==> config.mk <==
export PLATFORM = sky130hd
export DESIGN_NAME = multicycle_control
export DESIGN_NICKNAME = d
export VERILOG_FILES = /design/src/rtl/multicycle_control_pkg.sv /design/src/rtl/multicycle_control_wait_counter.sv /design/src/rtl/multicycle_control.sv
export SDC_FILE = /design/constraint.sdc
export NUM_CORES = 1
export LEC_CHECK = 0
export CAP_MARGIN = 20
export CORE_MARGIN = 8
export CORE_UTILIZATION = 54
export DETAILED_ROUTE_END_ITERATION = 16
export HOLD_SLACK_MARGIN = 0.02
export MAX_ROUTING_LAYER = met4
export PLACE_DENSITY = 0.83
export SLEW_MARGIN = 0
export SYNTH_ARGS = -nofsm -noshare
export SYNTH_HDL_FRONTEND = slang
export SYNTH_SLANG_ARGS = --single-unit
==> constraint.sdc <==
create_clock -name clk -period 4.4 [get_ports clk]
set_input_delay 0.88 -clock clk [delete_from_list [all_inputs] [get_ports clk]]
set_output_delay 0.88 -clock clk [all_outputs]
set_load 0.01 [all_outputs]
==> src/rtl/multicycle_control_pkg.sv <==
// Shared core definitions for the multicycle controller: opcode encodings,
// ALU control codes, datapath mux selects and the registered control bundle.
package multicycle_control_pkg;

   localparam logic [6:0] OPC_LOAD      = 7'b0000011;
   localparam logic [6:0] OPC_OP_IMM    = 7'b0010011;
   localparam logic [6:0] OPC_AUIPC     = 7'b0010111;
   localparam logic [6:0] OPC_OP_IMM_32 = 7'b0011011;
   localparam logic [6:0] OPC_STORE     = 7'b0100011;
   localparam logic [6:0] OPC_OP        = 7'b0110011;
   localparam logic [6:0] OPC_LUI       = 7'b0110111;
   localparam logic [6:0] OPC_OP_32     = 7'b0111011;
   localparam logic [6:0] OPC_BRANCH    = 7'b1100011;
   localparam logic [6:0] OPC_JALR      = 7'b1100111;
   localparam logic [6:0] OPC_JAL       = 7'b1101111;

   localparam logic [1:0] ALU_OP_ADD    = 2'b00;
   localparam logic [1:0] ALU_OP_SUB    = 2'b01;
   localparam logic [1:0] ALU_OP_FUNCT  = 2'b10;
   localparam logic [1:0] ALU_OP_BRANCH = 2'b11;

   localparam logic [1:0] SRC_A_PC   = 2'b00;
   localparam logic [1:0] SRC_A_RS1  = 2'b01;
   localparam logic [1:0] SRC_A_ZERO = 2'b10;

   localparam logic [1:0] SRC_B_RS2  = 2'b00;
   localparam logic [1:0] SRC_B_IMM  = 2'b01;
   localparam logic [1:0] SRC_B_FOUR = 2'b10;

   localparam logic [1:0] WB_ALU = 2'b00;
   localparam logic [1:0] WB_MEM = 2'b01;
   localparam logic [1:0] WB_PC4 = 2'b10;

   // ALU funct3 and branch-compare constants used by the datapath ALU decoder.
   localparam logic [2:0] F3_ADD_SUB = 3'b000;
   localparam logic [2:0] F3_SLT     = 3'b010;
   localparam logic [2:0] F3_BEQ     = 3'b000;
   localparam logic [2:0] F3_BNE     = 3'b001;
   localparam logic [2:0] F3_BLT     = 3'b100;
   localparam logic [2:0] F3_BGE     = 3'b101;

   typedef struct packed {
      logic [1:0] alu_op;
      logic [1:0] alu_src_a;
      logic [1:0] alu_src_b;
      logic       pc_write;
      logic       pc_write_cond;
      logic       pc_source;
      logic       mem_read;
      logic       mem_write;
      logic       reg_write;
      logic [1:0] wb_sel;
      logic       illegal_inst;
   } ctrl_t;

endpackage

==> src/rtl/multicycle_control_wait_counter.sv <==
// Memory wait timer: counts consecutive stalled cycles and flags the cycle
// in which the stall reaches LIMIT.
module multicycle_control_wait_counter #(
   parameter int unsigned LIMIT = 255
) (
   input  logic clk,
   input  logic rst,
   input  logic count_en_i,
   output logic at_limit_o
);

   localparam int unsigned CNT_W = (LIMIT > 1) ? $clog2(LIMIT) : 1;

   logic [CNT_W-1:0] count_q, count_d;

   // Any non-stalled cycle clears the count, so each wait state starts from zero.
   assign at_limit_o = count_en_i && (count_q == CNT_W'(LIMIT - 1));
   assign count_d    = !count_en_i ? '0 :
                       at_limit_o  ? count_q : count_q + 1'b1;

   always_ff @(posedge clk) begin
      if (rst) count_q <= '0;
      else     count_q <= count_d;
   end

endmodule

==> src/rtl/multicycle_control.sv <==
// Multicycle RISC-V style control FSM: sequences fetch, decode, execute,
// memory and write-back, and traps on illegal opcodes or memory timeouts.
module multicycle_control
   import multicycle_control_pkg::*;
#(
   parameter int unsigned MEM_WAIT_LIMIT = 255
) (
   input  logic       clk,
   input  logic       rst,
   input  logic [6:0] opcode,
   input  logic       mem_ready,
   output logic [1:0] alu_op,
   output logic [1:0] alu_src_a,
   output logic [1:0] alu_src_b,
   output logic       ir_write,
   output logic       pc_write,
   output logic       pc_write_cond,
   output logic       pc_source,
   output logic       mem_read,
   output logic       mem_write,
   output logic       reg_write,
   output logic [1:0] wb_sel,
   output logic       illegal_inst
);

   typedef enum logic [3:0] {
      S_FETCH, S_DECODE, S_EXEC_OP, S_EXEC_BR, S_EXEC_JAL, S_EXEC_JALR, S_EXEC_UI,
      S_MEM_ADDR, S_MEM_RD, S_MEM_WR, S_WB_ALU, S_WB_MEM, S_TRAP
   } state_e;

   state_e state_q, state_d;
   ctrl_t  ctrl_q;
   logic   waiting, mem_timeout, fetch_done;

   function automatic state_e dispatch(input logic [6:0] opc);
      case (opc)
         OPC_OP, OPC_OP_IMM, OPC_OP_32, OPC_OP_IMM_32: return S_EXEC_OP;
         OPC_LOAD, OPC_STORE:                          return S_MEM_ADDR;
         OPC_BRANCH:                                   return S_EXEC_BR;
         OPC_JAL:                                      return S_EXEC_JAL;
         OPC_JALR:                                     return S_EXEC_JALR;
         OPC_LUI, OPC_AUIPC:                           return S_EXEC_UI;
         default:                                      return S_TRAP;
      endcase
   endfunction

   function automatic ctrl_t ctrl_for(input state_e s, input logic [6:0] opc);
      ctrl_t c;
      c = '0;
      case (s)
         S_FETCH:     begin c.mem_read = 1'b1; c.alu_src_a = SRC_A_PC; c.alu_src_b = SRC_B_FOUR; end
         S_DECODE:    begin c.alu_src_a = SRC_A_PC; c.alu_src_b = SRC_B_IMM; end
         S_EXEC_OP:   begin
            c.alu_op    = ALU_OP_FUNCT;
            c.alu_src_a = SRC_A_RS1;
            c.alu_src_b = (opc == OPC_OP || opc == OPC_OP_32) ? SRC_B_RS2 : SRC_B_IMM;
         end
         S_EXEC_BR:   begin
            c.alu_op = ALU_OP_BRANCH; c.alu_src_a = SRC_A_RS1; c.alu_src_b = SRC_B_RS2;
            c.pc_write_cond = 1'b1; c.pc_source = 1'b1;
         end
         S_EXEC_JAL:  begin c.pc_write = 1'b1; c.pc_source = 1'b1; c.reg_write = 1'b1; c.wb_sel = WB_PC4; end
         S_EXEC_JALR: begin
            c.alu_op = ALU_OP_ADD; c.alu_src_a = SRC_A_RS1; c.alu_src_b = SRC_B_IMM;
            c.pc_write = 1'b1; c.reg_write = 1'b1; c.wb_sel = WB_PC4;
         end
         S_EXEC_UI:   begin
            c.alu_src_a = (opc == OPC_LUI) ? SRC_A_ZERO : SRC_A_PC;
            c.alu_src_b = SRC_B_IMM;
         end
         S_MEM_ADDR:  begin c.alu_src_a = SRC_A_RS1; c.alu_src_b = SRC_B_IMM; end
         S_MEM_RD:    c.mem_read  = 1'b1;
         S_MEM_WR:    c.mem_write = 1'b1;
         S_WB_ALU:    begin c.reg_write = 1'b1; c.wb_sel = WB_ALU; end
         S_WB_MEM:    begin c.reg_write = 1'b1; c.wb_sel = WB_MEM; end
         S_TRAP:      c.illegal_inst = 1'b1;
         default:     ;
      endcase
      return c;
   endfunction

   assign waiting = (state_q == S_FETCH) || (state_q == S_MEM_RD) || (state_q == S_MEM_WR);

   multicycle_control_wait_counter #(
      .LIMIT(MEM_WAIT_LIMIT)
   ) u_wait_counter (
      .clk       (clk),
      .rst       (rst),
      .count_en_i(waiting && !mem_ready),
      .at_limit_o(mem_timeout)
   );

   always_comb begin
      // NOTE: default assignment first so no path through the case infers a latch.
      state_d = state_q;
      case (state_q)
         S_FETCH:                  if (mem_ready) state_d = S_DECODE; else if (mem_timeout) state_d = S_TRAP;
         S_DECODE:                 state_d = dispatch(opcode);
         S_EXEC_OP, S_EXEC_UI:     state_d = S_WB_ALU;
         S_MEM_ADDR:               state_d = (opcode == OPC_STORE) ? S_MEM_WR : S_MEM_RD;
         S_MEM_RD:                 if (mem_ready) state_d = S_WB_MEM; else if (mem_timeout) state_d = S_TRAP;
         S_MEM_WR:                 if (mem_ready) state_d = S_FETCH;  else if (mem_timeout) state_d = S_TRAP;
         S_EXEC_BR, S_EXEC_JAL, S_EXEC_JALR,
         S_WB_ALU, S_WB_MEM:       state_d = S_FETCH;
         S_TRAP:                   state_d = S_TRAP;
         default:                  state_d = S_TRAP;
      endcase
   end

   // NOTE: outputs are decoded from the next state and registered, so they
   // change on the same edge as state_q and never glitch.
   always_ff @(posedge clk) begin
      if (rst) begin
         state_q <= S_FETCH;
         ctrl_q  <= ctrl_for(S_FETCH, opcode);
      end else begin
         state_q <= state_d;
         ctrl_q  <= ctrl_for(state_d, opcode);
      end
   end

   // The fetch handshake completes in the same cycle as mem_ready, so the IR
   // load and PC increment follow mem_ready directly; rst blocks every write.
   assign fetch_done    = (state_q == S_FETCH) && mem_ready && !rst;
   assign ir_write      = fetch_done;
   assign pc_write      = (ctrl_q.pc_write || fetch_done) && !rst;
   assign pc_write_cond = ctrl_q.pc_write_cond && !rst;
   assign mem_write     = ctrl_q.mem_write && !rst;
   assign reg_write     = ctrl_q.reg_write && !rst;
   assign pc_source     = ctrl_q.pc_source;
   assign mem_read      = ctrl_q.mem_read;
   assign alu_op        = ctrl_q.alu_op;
   assign alu_src_a     = ctrl_q.alu_src_a;
   assign alu_src_b     = ctrl_q.alu_src_b;
   assign wb_sel        = ctrl_q.wb_sel;
   assign illegal_inst  = ctrl_q.illegal_inst;

endmodule

## After elaboration in Yosys (flattened, before gate mapping)

Index checks and enable logic that the tools add are counted.

- Bitwise logic cells: 1
- Reductions and logical operators: 26
- Add/subtract/negate cells: 1
- Multiplexer cells: 18
- Equality and inequality tests: 35

Operators by type and width:

| operator | count |
|---|---|
| $pmux W4 S6 | 2 |
| $eq A4 B4 Y1 const B | 9 |
| $eq A4 B3 Y1 const B | 8 |
| $eq A7 B6 Y1 const B | 4 |
| $pmux W4 S7 | 1 |
| $eq A7 B5 Y1 const B | 3 |
| $eq A7 B7 Y1 const B | 3 |
| $eq A4 B2 Y1 const B | 4 |
| $mux W4 | 4 |
| $reduce_or A2 Y1 | 8 |
| $pmux W3 S3 | 1 |
| $add A8 B1 Y8 const B | 1 |
| $eq A4 B1 Y1 const B | 2 |
| $eq A8 B8 Y1 const B | 1 |
| $logic_and A1 B1 Y1 | 8 |
| $logic_not A4 Y1 | 2 |
| $mux W1 | 8 |
| $eq A7 B2 Y1 const B | 1 |
| $reduce_or A5 Y1 | 1 |
| $logic_or A1 B1 Y1 | 4 |
| $pmux W2 S2 | 1 |
| $reduce_or A4 Y1 | 1 |
| $logic_not A1 Y1 | 2 |
| $mux W2 | 1 |
| $not A1 Y1 | 1 |

- Input bits: 10
- Output and inout port bits: 16
- Register bits after elaboration: 27
- Logic and storage cells: 94

## Logic depth before layout (Yosys ltp)

- Depth in word-level cells: 11
- Depth in mapped cells: 9

## Modules after synthesis

A second synthesis with hierarchy kept.

- Cell total of the unflattened synthesis: 161
- Area total of the unflattened synthesis: 1461.4 um^2

Modules (own cells, without submodules):

| module | sequential area each (um^2) | cells each | area an instance (um^2) | times used |
|---|---|---|---|---|
| multicycle_control | 340.3 | 114 | 1032.2 | 1 |
| multicycle_control_wait_counter | 160.2 | 47 | 429.2 | 1 |

## Worst setup path after synthesis

No wires, ideal clock.

- Kind: input to output
- Start: in mem_ready
- End: out pc_write
- Path slack: 1.882 ns
- Buffers on the path: 0
- Data arrival time: 1.638 ns
- Data required time: 3.520 ns
- Cell stages on the path: 4
- Cells stage by stage: or4b_1 > nor2_1 > nor2_1 > nor2_1

- Cells in the longest elaborated chain, start to end: 4

Ends and longest elaborated chain:

| element | line | text |
|---|---|---|
| start, declared | multicycle_control.sv:11 | `input logic mem_ready,` |
| $logic_and A1 B1 Y1 (2 in a row) | multicycle_control.sv:124 | `assign fetch_done = (state_q == S_FETCH) && mem_ready && !rst;` |
| $logic_or A1 B1 Y1 | multicycle_control.sv:126 | `assign pc_write = (ctrl_q.pc_write \|\| fetch_done) && !rst;` |
| $logic_and A1 B1 Y1 | multicycle_control.sv:126 |  |
| end, declared | multicycle_control.sv:16 | `output logic pc_write,` |

Every way passes these cells.

## Worst setup path after layout

Ends and elaborated chain as after synthesis.

==> impl_metrics.tcl <==
set metrics [dict create \
    status "complete, no violations" \
    synth_cells 151 \
    post_drt_wl_per_cell_um 13.4 \
    netlist_area_um2 1340 \
    crit_type "primary input to primary output" \
    pre_cts_slack_ns 0.755 \
    synth_fa_ha_area_frac 0.0271 \
    grt_pass1_vias 1037 \
    relSlewSlack 0.605 \
    timing.rr.start "state_q[1]$_SDFF_PP0_" \
    setup_ws_ns 0.758 \
    std_cell_rows 18 \
    tns_ns 0 \
    cp.arrival_ns 2.76 \
    clk_pin_slew_ns 0.13 \
    post_cts_buffers 0 \
    cts_tree "yes" \
    path_buf_inv 2 \
    syn-mean-instance-area_um2 8.88 \
    antenna_found_initial 0 \
    maxCapViolations 0 \
    internal-power_uw 400 \
    ir_drop_uv 214 \
    clk_latency_ns 0.31 \
    power_leakage_uw 0.000573 \
    rsz0062_at_grt "false" \
    end_kind "primary output" \
    crit_path_cell_trace "clkdlybuf4s50_1 > or4b_1 > nor2_1 > nor2_1 > nor2_1 > clkdlybuf4s50_1" \
    cp.required_ns 3.52 \
    yosys.area_share.simple 0.335 \
    worst_pin_slew_ns 0.584 \
    grt_overflow 0 \
    setup_violations 0 \
    hold_start "u_wait_counter.count_q[7]$_SDFFE_PP0N_" \
    hold_viol 0 \
    powerDensity_nw_per_um2 379 \
    grt_usage 0.124 \
    synth_fp_nets 163 \
    drtAntennaViolNets 0 \
    ys_top_cells_by_area "dfxtp_1, nor2_1, buf_4, xor2_1, nor2b_1" \
    slowest_delay_ns 0.56 \
    root_buffer "clkbuf_4" \
    period_share 0.828 \
    p_sw_frac 0.328 \
    synth.largest_area_cell "dfxtp_1" \
    holdWs_ns 0.503 \
    dpl.hpwl_um 2000 \
    p_total_uw 595 \
    ios 26 \
    vias_per_cell 5.70 \
    drcViolationCount 0 \
    hold_path.class "register to register" \
    ys_ff_latch 26 \
    fillCellCount 206 \
    fin_crit_ns 3.64 \
    drive_gt1_frac 0.102 \
    cts_buffers 3 \
    core_um2 2410 \
    gp_congestion 0.839 \
    synth-compound-area-share 0.131 \
    first_pass_iters 4 \
    crit_path_start_kind "primary input" \
    power_frac_seq 0.482 \
    syn_to_final_growth_pct 17.2 \
    crit_top_cell "nor2_1" \
    ys_types 54 \
    floorplan.initialDensity 0.557 \
    synth_top_family_by_area "simple AND/OR/NAND/NOR gates" \
    clock-sinks 26 \
    cts_hold_buf 0 \
    crit_start "mem_ready" \
    max_freq_ghz 0.275 \
    slowest_stage "clkdlybuf4s50_1" \
    yosysSeqAreaShare 0.388 \
    die_w_um 65.8 \
    clock_path_buffers 2 \
    netlist.area_leader.share 0.388 \
    final_nets 181 \
    dr_total_vias 1123 \
    drtIter0Drc 40 \
    post_cts_resized 0 \
    grt_max_degree 17 \
    synthXorXnorAreaFrac 0.0326 \
    htree_num_levels 1 \
    placedCellCount 194 \
    dieHeight_um 65.8 \
    numPortBuffers 25 \
    fin_skew_ns 0.00133 \
    clock_power_share 0.161 \
    finalNonFillerCells 197 \
    antenna_cells 0 \
    p_comb_frac 0.357 \
    synth_mux_area_frac 0.00746 \
    cp_max_fo 6 \
    p_sw_uw 195 \
    crit_family "buffers and inverters" \
    wl_um 2640 \
    die-area_um2 4330 \
    grt_pass1_wl_um 4280 \
    slew_violations 0 \
    ys_warn_count 0 \
]
## cells in the final DEF, fill, tap and decap left out, types with 5 or more instances in the layout
cell / count
dfxtp_1: 26
clkdlybuf4s50_1: 25
nor2_1: 22
nand2_1: 6
inv_1: 5
nor2b_1: 5
## final timing paths
kind	endpoint	slack, ns	depth (start not counted)
min reg2reg	u_wait_counter.count_q[7]$_SDFFE_PP0N_	0.50	2
min	u_wait_counter.count_q[7]$_SDFFE_PP0N_	0.50	2
max	pc_write	0.76	6
max reg2reg	u_wait_counter.count_q[6]$_SDFFE_PP0N_	2.39	6
## cell usage after synthesis, drive strengths merged
master   count
nand2b       4
nand4b       1
o211a        1
mux2i        1
nor3b        1
nor4b        1
nor3         5
nor4         2
or4b         2
a211o        1
xor2         4
a221o        1
nand3        4
o22ai        3
ha           2
o21ai        2
and2         2
or3          4
o2111ai      1
and3         5
clkbuf       2
inv          5
nand4bb      1
or2          2
o211ai       2
nand3b       1
or4          1
nor2b        5
or3b         1
a211oi       2
and4bb       1
a21o         1
nand4        3
o31a         1
maj3         1
a21boi       2
nand2        6
nor2        22
o21a         1
dfxtp       26
o221ai       1
a31o         1
buf         11
a21oi        4
xnor2        1
## layout make-up
class | instances | area (um^2) | area share
multi-input combinational | 107 | 714 | 0.455
sequential | 26 | 520 | 0.331
timing repair buffer | 26 | 258 | 0.164
tap | 30 | 37.5 | 0.0239
clock buffer | 3 | 22.5 | 0.0143
inverter | 5 | 18.8 | 0.0119
## cell families after synthesis
kind of cell | after synthesis
compound gates | 24
xor+xnor | 5
fa+ha+maj | 3
buf+inv | 18
flops | 26
mux | 1
simple gates | 74
## registers in the layout, indices dropped and copies added, names as in the netlist, 2 cells and up
signal,cells
alu_src_a,2
alu_src_b,2
ctrl_q,4
state_q,4
u_wait_counter.count_q,8
wb_sel,2
## power groups by stage
stage | clock network [uW] | logic, uW | registers, uW
finish | 95.6 | 213 | 287
global route | 107 | 232 | 291
CTS | 97.7 | 214 | 286
detailed placement | 0 | 212 | 291
global placement | 0 | 208 | 290
floorplan | 0 | 158 | 283
## through the flow
step | util | area [um^2]
detailed placement | 0.643 | 1550
CTS | 0.652 | 1570
global route | 0.652 | 1570
floorplan | - | 1340
finish | 0.652 | 1570
global placement | 0.643 | 1550
## worst reg2reg max path: stages (launching register included)
cell     delay (ns)
dfxtp_1        0.40
or3_1          0.41
or4_4          0.55
and3_1         0.23
nand4_1        0.11
xor2_1         0.17
nor2_1         0.05
## routing by layer
layer  share of wire  routed length (um)  GRT usage
met1            0.47                1240      0.150
met2            0.45                1180      0.194
met3           0.066                 174     0.0186
met4           0.019                  51     0.0654
met5               0                   0          -
(Power assumes the default switching activity.)
